### src/rtl/ll_task_dispatcher_pkg.sv
// Shared types for the linked-list hash-table engines and the task dispatcher.
// Opcodes, result codes and the dispatcher's engine-ownership encoding.
package linked_list;

  localparam int LL_TABLE_ADDR_WIDTH = 8;

  typedef logic [2:0] ll_opcode_t;
  localparam ll_opcode_t LL_OP_NOP     = 3'd0;
  localparam ll_opcode_t LL_OP_ENQUEUE = 3'd1;
  localparam ll_opcode_t LL_OP_DEQUEUE = 3'd2;

  typedef logic [1:0] ll_rescode_t;
  localparam ll_rescode_t LL_OK             = 2'd0;
  localparam ll_rescode_t LL_EMPTY          = 2'd1;
  localparam ll_rescode_t LL_FULL           = 2'd2;
  localparam ll_rescode_t LL_UNKNOWN_OPCODE = 2'd3;

  typedef logic [1:0] ll_chain_state_t;
  localparam ll_chain_state_t LL_NO_CHAIN  = 2'd0;
  localparam ll_chain_state_t LL_IN_HEAD   = 2'd1;
  localparam ll_chain_state_t LL_IN_MIDDLE = 2'd2;
  localparam ll_chain_state_t LL_IN_TAIL   = 2'd3;

  typedef struct packed {
    ll_opcode_t  opcode;
    logic [7:0]  key;
    logic [15:0] value;
  } ll_cmd_t;

  typedef struct packed {
    ll_cmd_t                        cmd;
    logic [LL_TABLE_ADDR_WIDTH-1:0] head_ptr;
  } ll_ht_pdata_t;

  typedef struct packed {
    ll_cmd_t         cmd;
    ll_rescode_t     rescode;
    ll_chain_state_t chain_state;
  } ll_ht_result_t;

  typedef struct packed {
    logic [7:0]                     key;
    logic [15:0]                    value;
    logic [LL_TABLE_ADDR_WIDTH-1:0] next_ptr;
  } ll_ram_data_t;

  typedef enum logic [1:0] {
    OWNER_NONE = 2'd0,
    OWNER_ENQ  = 2'd1,
    OWNER_DEQ  = 2'd2
  } ll_disp_owner_t;

  function automatic ll_disp_owner_t owner_of(input ll_opcode_t op);
    case (op)
      LL_OP_ENQUEUE: return OWNER_ENQ;
      LL_OP_DEQUEUE: return OWNER_DEQ;
      default:       return OWNER_NONE;
    endcase
  endfunction

endpackage

### src/rtl/ll_task_dispatcher_ram_port_mux.sv
// Combinational owner-select of the two engines' RAM requests onto the shared port.
// Flags any enable raised by the engine that does not currently own the RAM.
module ll_ram_port_mux
  import linked_list::*;
#(
  parameter int A_WIDTH = LL_TABLE_ADDR_WIDTH
) (
  input  ll_disp_owner_t     owner,
  input  logic [A_WIDTH-1:0] enq_rd_addr,
  input  logic               enq_rd_en,
  input  logic [A_WIDTH-1:0] enq_wr_addr,
  input  ll_ram_data_t       enq_wr_data,
  input  logic               enq_wr_en,
  input  logic [A_WIDTH-1:0] deq_rd_addr,
  input  logic               deq_rd_en,
  input  logic [A_WIDTH-1:0] deq_wr_addr,
  input  ll_ram_data_t       deq_wr_data,
  input  logic               deq_wr_en,
  output logic [A_WIDTH-1:0] ram_rd_addr,
  output logic               ram_rd_en,
  output logic [A_WIDTH-1:0] ram_wr_addr,
  output ll_ram_data_t       ram_wr_data,
  output logic               ram_wr_en,
  output logic               violation
);

  always_comb begin
    ram_rd_addr = '0;
    ram_rd_en   = 1'b0;
    ram_wr_addr = '0;
    ram_wr_data = '0;
    ram_wr_en   = 1'b0;
    case (owner)
      OWNER_ENQ: begin
        ram_rd_addr = enq_rd_addr;
        ram_rd_en   = enq_rd_en;
        ram_wr_addr = enq_wr_addr;
        ram_wr_data = enq_wr_data;
        ram_wr_en   = enq_wr_en;
      end
      OWNER_DEQ: begin
        ram_rd_addr = deq_rd_addr;
        ram_rd_en   = deq_rd_en;
        ram_wr_addr = deq_wr_addr;
        ram_wr_data = deq_wr_data;
        ram_wr_en   = deq_wr_en;
      end
      default: ;
    endcase
  end

  assign violation = ((enq_rd_en | enq_wr_en) & (owner != OWNER_ENQ)) |
                     ((deq_rd_en | deq_wr_en) & (owner != OWNER_DEQ));

endmodule

### src/rtl/ll_task_dispatcher.sv
// Routes one task at a time to the enqueue or dequeue engine; dispatch valid one cycle after accept.
// Upstream ready only in IDLE; holds dispatch and result until the far side is ready.
module ll_task_dispatcher
  import linked_list::*;
#(
  parameter int A_WIDTH   = LL_TABLE_ADDR_WIDTH,
  parameter int CNT_WIDTH = 32
) (
  input  logic                 clk_i,
  input  logic                 rst_n_i,
  input  ll_ht_pdata_t         task_i,
  input  logic                 task_valid_i,
  output logic                 task_ready_o,
  output ll_ht_pdata_t         enq_task_o,
  output logic                 enq_task_valid_o,
  input  logic                 enq_task_ready_i,
  output ll_ht_pdata_t         deq_task_o,
  output logic                 deq_task_valid_o,
  input  logic                 deq_task_ready_i,
  input  ll_ht_result_t        enq_result_i,
  input  logic                 enq_result_valid_i,
  output logic                 enq_result_ready_o,
  input  ll_ht_result_t        deq_result_i,
  input  logic                 deq_result_valid_i,
  output logic                 deq_result_ready_o,
  output ll_ht_result_t        result_o,
  output logic                 result_valid_o,
  input  logic                 result_ready_i,
  input  logic [A_WIDTH-1:0]   enq_rd_addr_i,
  input  logic                 enq_rd_en_i,
  input  logic [A_WIDTH-1:0]   enq_wr_addr_i,
  input  ll_ram_data_t         enq_wr_data_i,
  input  logic                 enq_wr_en_i,
  input  logic [A_WIDTH-1:0]   deq_rd_addr_i,
  input  logic                 deq_rd_en_i,
  input  logic [A_WIDTH-1:0]   deq_wr_addr_i,
  input  ll_ram_data_t         deq_wr_data_i,
  input  logic                 deq_wr_en_i,
  output logic [A_WIDTH-1:0]   ram_rd_addr_o,
  output logic                 ram_rd_en_o,
  output logic [A_WIDTH-1:0]   ram_wr_addr_o,
  output ll_ram_data_t         ram_wr_data_o,
  output logic                 ram_wr_en_o,
  output logic [CNT_WIDTH-1:0] enq_cnt_o,
  output logic [CNT_WIDTH-1:0] deq_cnt_o,
  output logic                 err_o
);

  localparam logic [1:0] IDLE_S     = 2'd0;
  localparam logic [1:0] DISPATCH_S = 2'd1;
  localparam logic [1:0] WAIT_RES_S = 2'd2;
  localparam logic [1:0] RESULT_S   = 2'd3;

  logic [1:0]           state_q;
  ll_disp_owner_t       owner_q;
  ll_ht_pdata_t         task_q;
  ll_ht_result_t        result_q;
  logic [CNT_WIDTH-1:0] enq_cnt_q;
  logic [CNT_WIDTH-1:0] deq_cnt_q;
  logic                 err_q;
  logic                 violation;
  logic                 disp_fire;
  logic                 res_fire;
  ll_disp_owner_t       new_owner;

  // Gated by reset so upstream never sees ready while the block is held in reset.
  assign task_ready_o = rst_n_i & (state_q == IDLE_S);

  assign enq_task_o       = task_q;
  assign deq_task_o       = task_q;
  assign enq_task_valid_o = (state_q == DISPATCH_S) & (owner_q == OWNER_ENQ);
  assign deq_task_valid_o = (state_q == DISPATCH_S) & (owner_q == OWNER_DEQ);

  assign enq_result_ready_o = (state_q == WAIT_RES_S) & (owner_q == OWNER_ENQ);
  assign deq_result_ready_o = (state_q == WAIT_RES_S) & (owner_q == OWNER_DEQ);

  assign result_o       = result_q;
  assign result_valid_o = (state_q == RESULT_S);

  assign disp_fire = (enq_task_valid_o & enq_task_ready_i) | (deq_task_valid_o & deq_task_ready_i);
  assign res_fire  = (enq_result_valid_i & enq_result_ready_o) | (deq_result_valid_i & deq_result_ready_o);
  assign new_owner = owner_of(task_i.cmd.opcode);

  assign enq_cnt_o = enq_cnt_q;
  assign deq_cnt_o = deq_cnt_q;
  assign err_o     = err_q;

  always_ff @(posedge clk_i or negedge rst_n_i) begin
    if (!rst_n_i) begin
      state_q   <= IDLE_S;
      owner_q   <= OWNER_NONE;
      task_q    <= '0;
      result_q  <= '0;
      enq_cnt_q <= '0;
      deq_cnt_q <= '0;
      err_q     <= 1'b0;
    end else begin
      err_q <= err_q | violation;
      case (state_q)
        IDLE_S: begin
          if (task_valid_i) begin
            task_q  <= task_i;
            owner_q <= new_owner;
            if (new_owner == OWNER_NONE) begin
              result_q <= '{cmd: task_i.cmd, rescode: LL_UNKNOWN_OPCODE, chain_state: LL_NO_CHAIN};
              state_q  <= RESULT_S;
            end else begin
              state_q  <= DISPATCH_S;
            end
          end
        end
        DISPATCH_S: begin
          if (disp_fire) state_q <= WAIT_RES_S;
        end
        WAIT_RES_S: begin
          if (res_fire) begin
            result_q <= (owner_q == OWNER_DEQ) ? deq_result_i : enq_result_i;
            state_q  <= RESULT_S;
            if (owner_q == OWNER_DEQ) deq_cnt_q <= deq_cnt_q + 1'b1;
            else                      enq_cnt_q <= enq_cnt_q + 1'b1;
          end
        end
        RESULT_S: begin
          // Ownership (and RAM access) lasts until the result leaves, covering late write-backs.
          if (result_ready_i) begin
            state_q <= IDLE_S;
            owner_q <= OWNER_NONE;
          end
        end
        default: state_q <= IDLE_S;
      endcase
    end
  end

  ll_ram_port_mux #(.A_WIDTH(A_WIDTH)) u_ram_mux (
    .owner       (owner_q),
    .enq_rd_addr (enq_rd_addr_i),
    .enq_rd_en   (enq_rd_en_i),
    .enq_wr_addr (enq_wr_addr_i),
    .enq_wr_data (enq_wr_data_i),
    .enq_wr_en   (enq_wr_en_i),
    .deq_rd_addr (deq_rd_addr_i),
    .deq_rd_en   (deq_rd_en_i),
    .deq_wr_addr (deq_wr_addr_i),
    .deq_wr_data (deq_wr_data_i),
    .deq_wr_en   (deq_wr_en_i),
    .ram_rd_addr (ram_rd_addr_o),
    .ram_rd_en   (ram_rd_en_o),
    .ram_wr_addr (ram_wr_addr_o),
    .ram_wr_data (ram_wr_data_o),
    .ram_wr_en   (ram_wr_en_o),
    .violation   (violation)
  );

endmodule
### config.mk
export PLATFORM = sky130hd
export DESIGN_NAME = ll_task_dispatcher
export DESIGN_NICKNAME = d
export VERILOG_FILES = /design/src/rtl/ll_task_dispatcher_pkg.sv /design/src/rtl/ll_task_dispatcher_ram_port_mux.sv /design/src/rtl/ll_task_dispatcher.sv
export SDC_FILE = /design/constraint.sdc
export NUM_CORES = 1
export LEC_CHECK = 0
export CAP_MARGIN = 20
export CORE_AREA = 5 5 161 163
export DETAILED_ROUTE_END_ITERATION = 7
export DIE_AREA = 0 0 166 168
export PLACE_DENSITY = 0.76
export SYNTH_ARGS = -nofsm -noshare
export SYNTH_HDL_FRONTEND = slang
export SYNTH_SLANG_ARGS = --single-unit
export TNS_END_PERCENT = 1
### constraint.sdc
create_clock -name clk_i -period 3.1 [get_ports clk_i]
set_input_delay 0.31 -clock clk_i [delete_from_list [all_inputs] [get_ports clk_i]]
set_output_delay 0.31 -clock clk_i [all_outputs]
set_load 0.05 [all_outputs]
==> impl_results.md <==
- Status: finished, final reports clean
- Worst r2r src: owner_q[0]
- Max-slew violations: 0
- Post-Syn Area: 7417 um2
- Crit path capture type: output port
- Fin crit period: 2.860 ns
- IR drop worst, VDD: roughly 0.82 mV
- Fmax achieved: 349.7 MHz
- CTS max path bufs: 2
- Placer Congestion: between 0.9 and 1
- Initial core utilization: 30.68%
- Flops & latches, synth: 135
- Chip Width: approximately 170 um
- Vias in the first global route: 7445
- Seq. cell area: 3378 um2
- Data arrival time of the critical path: 2.55 ns
- Routed via count: 6845
- Setup crit start kind: flip-flop
- Die area: 27890 um2
- Mean Syn Cell Area: 10.49 um2
- Filler Cell Count: about 2200
- Final std cells w/o fill: 1421
- Metal3 WL: 2395 um
- # DRC: 0
- GR Overflow Total: 0
- Htree depth: 4
- CP Max Fanout: 30
- Clk_skew: 0.009346 ns
- Rows: 57
- Number of CTS-inserted buffers: 17
- IO Port Bufs: 426
- Crit. Startpoint: owner_q[0]
- Post-route setup TNS: 0 ns
- Top layer in use: met5
- Post-synth EDFFs: 0
- Top FF cell, synth: dfrtp_1
- Clk_lat worst skew: 0.41 ns
- Routed WL per cell: roughly 21 um
- Vias per cell: 4.817
- Share of layout cells above drive strength 1: 13.95%
- Leakage: 4.933 nW
- Final Setup Violations: 0
- Global-route wire length before repair: 44130 um
- Multi-input combinational cell area: 3560 um2
- Starting DRT DRC Count: 273
- Routed WL: 29150 um
- CP Class: flip-flop to output port
- PwrDens: around 940 nW/um2
- N_diodes: 0
- Final hold vios: 0
- Reg2Reg Setup Slack: 0.58 ns
- Most frequent cells in the layout: clkdlybuf4s50_1, dfrtp_1, nor2_1, mux2_2, a22oi_1
- Clk pin slew, worst setup/hold paths: 0.07 ns
- Distinct cells, synth: 39
- Fin nets: 1298
- HP Class: primary input to async pin
- Area delta synth->final: 65.87%
- Cts hold-fix bufs: 0
- Most common cell after layout, fill and taps aside: clkdlybuf4s50_1
- Metal2 WL: 14530 um
- CTS tree: yes
- Seq/Total Area, Yosys: 45.55%
- Post-synthesis async set-or-reset flop share: 100.0%
- Antenna violations before repair: 1
- TritonRoute pass-1 iters: 4
- I/O pins: 427
- Core Util, Final: 50.89%
- Clk root buf: clkbuf_16
- Placeable Area: 24180 um2
- Slew headroom: between 40% and 50%
- Gr usage total: approximately a fifth
- DP HPWL: 22690 um
- Post-route ant nets: 0
- Least-Margin Pin Slew: 0.7627 ns
- Post-Syn Nets: 921
- Share of the clock period used by the worst path: a little over 90%
- MaxCap Viol Count: 0
- Die height: ~170 um
- Largest net degree at the start of global routing: ~140
- RSZ-0062 raised after global routing: false
- Post-synthesis cell count: 707
- Place WS: 0.4604 ns
- Routed metal-1 wirelength: between 10000 and 15000 um
- Clock sinks: 135
- Cells after DPL: roughly 1400
- Critical Path RT: ~2.8 ns
- Post-route setup slack: 0.2400 ns
- Yosys warnings: 0
-- synth_stat cells, types with 12 or more instances --
library cell | count | area (um2)
xnor2_1 | 39 | 341.6
mux2_2 | 59 | 664.4
xor2_1 | 24 | 210.2
nand2_1 | 25 | 93.84
clkbuf_1 | 17 | 63.81
buf_2 | 12 | 60.06
a21oi_1 | 28 | 140.1
dfrtp_1 | 135 | 3378
and4_1 | 12 | 105.1
nand3_1 | 20 | 100.1
mux2i_1 | 33 | 330.3
nor2_1 | 92 | 345.3
and2_1 | 12 | 75.07
buf_4 | 41 | 307.8
nand4_1 | 19 | 118.9
a22oi_1 | 51 | 382.9
-- metrics by stage --
step	hold WS, ns	instance area [um2]	power, mW
floorplan	0.01441	7417	7.376
global placement	0.4570	11670	9.476
detailed placement	0.4595	11670	9.547
CTS	0.05939	12270	11.70
global route	0.05746	12300	12.18
finish	0.009696	12300	11.60
-- power breakdown --
group / total [mW] / switching (mW) / internal (mW)
Sequential: 2.63 / 0.366 / 2.26
Combinational: 6.88 / 4.38 / 2.50
Clock: 2.09 / 0.863 / 1.23
-- final cells by class --
type	instances	share of cell area, %
clock buffer	18	3.570
inverter	10	0.3051
clock inverter	14	1.342
multi-input combinational	481	28.93
tap	324	3.295
sequential	135	27.46
timing repair buffer	439	35.10
-- metal layers --
layer,vias to the layer above,global-route usage (%)
met1,3254,22.83
met3,40,6.659
met2,326,35.44
met4,2,6.923
met5,-,0
li1,3223,-
-- worst max-delay path, cell delays in order, from the launching register on --
cell and delay [ns]:
dfrtp_1 0.44, inv_1 0.15, ha_4 0.42, a22oi_1 0.17, nor2_1 0.13, clkdlybuf4s50_1 0.82
-- final timing paths --
kind | to | cells after the start
setup / recovery | ram_wr_addr_o[0] | 5
hold / removal | deq_task_o[5] | 2
setup reg to reg | result_o[21] | 7
hold reg to reg | deq_cnt_o[31] | 1
max in group asynchronous | deq_task_o[32] | 2
min in group clk_i | deq_cnt_o[31] | 1
-- kinds of logic (layout without fill, tap and decap cells) --
family | after synthesis | count (layout) | share of synthesized area (%)
mux | 102 | 102 | 14.93
xor+xnor | 63 | 63 | 7.439
flops | 135 | 135 | 45.55
simple gates | 218 | 218 | 15.44
fa+ha+maj | 9 | 9 | 1.518
compound gates | 89 | 89 | 8.148
buf+inv | 91 | 481 | 6.984
-- registers in the layout, indices dropped and copies added (netlist names) --
register,count
deq_task_o,35
result_o,31
state_q,2
owner_q,2
err_o,1
deq_cnt_o,32
enq_cnt_o,32
-- timing repair --
| action | 4_1_cts | 5_1_grt |
|---|---|---|
| setup endpoints to repair | 0 | 13 |
| resized for setup | 0 | 1 |
| buffers inserted | 0 | 1 |
Note: power is estimated with default switching activity, not from simulation.
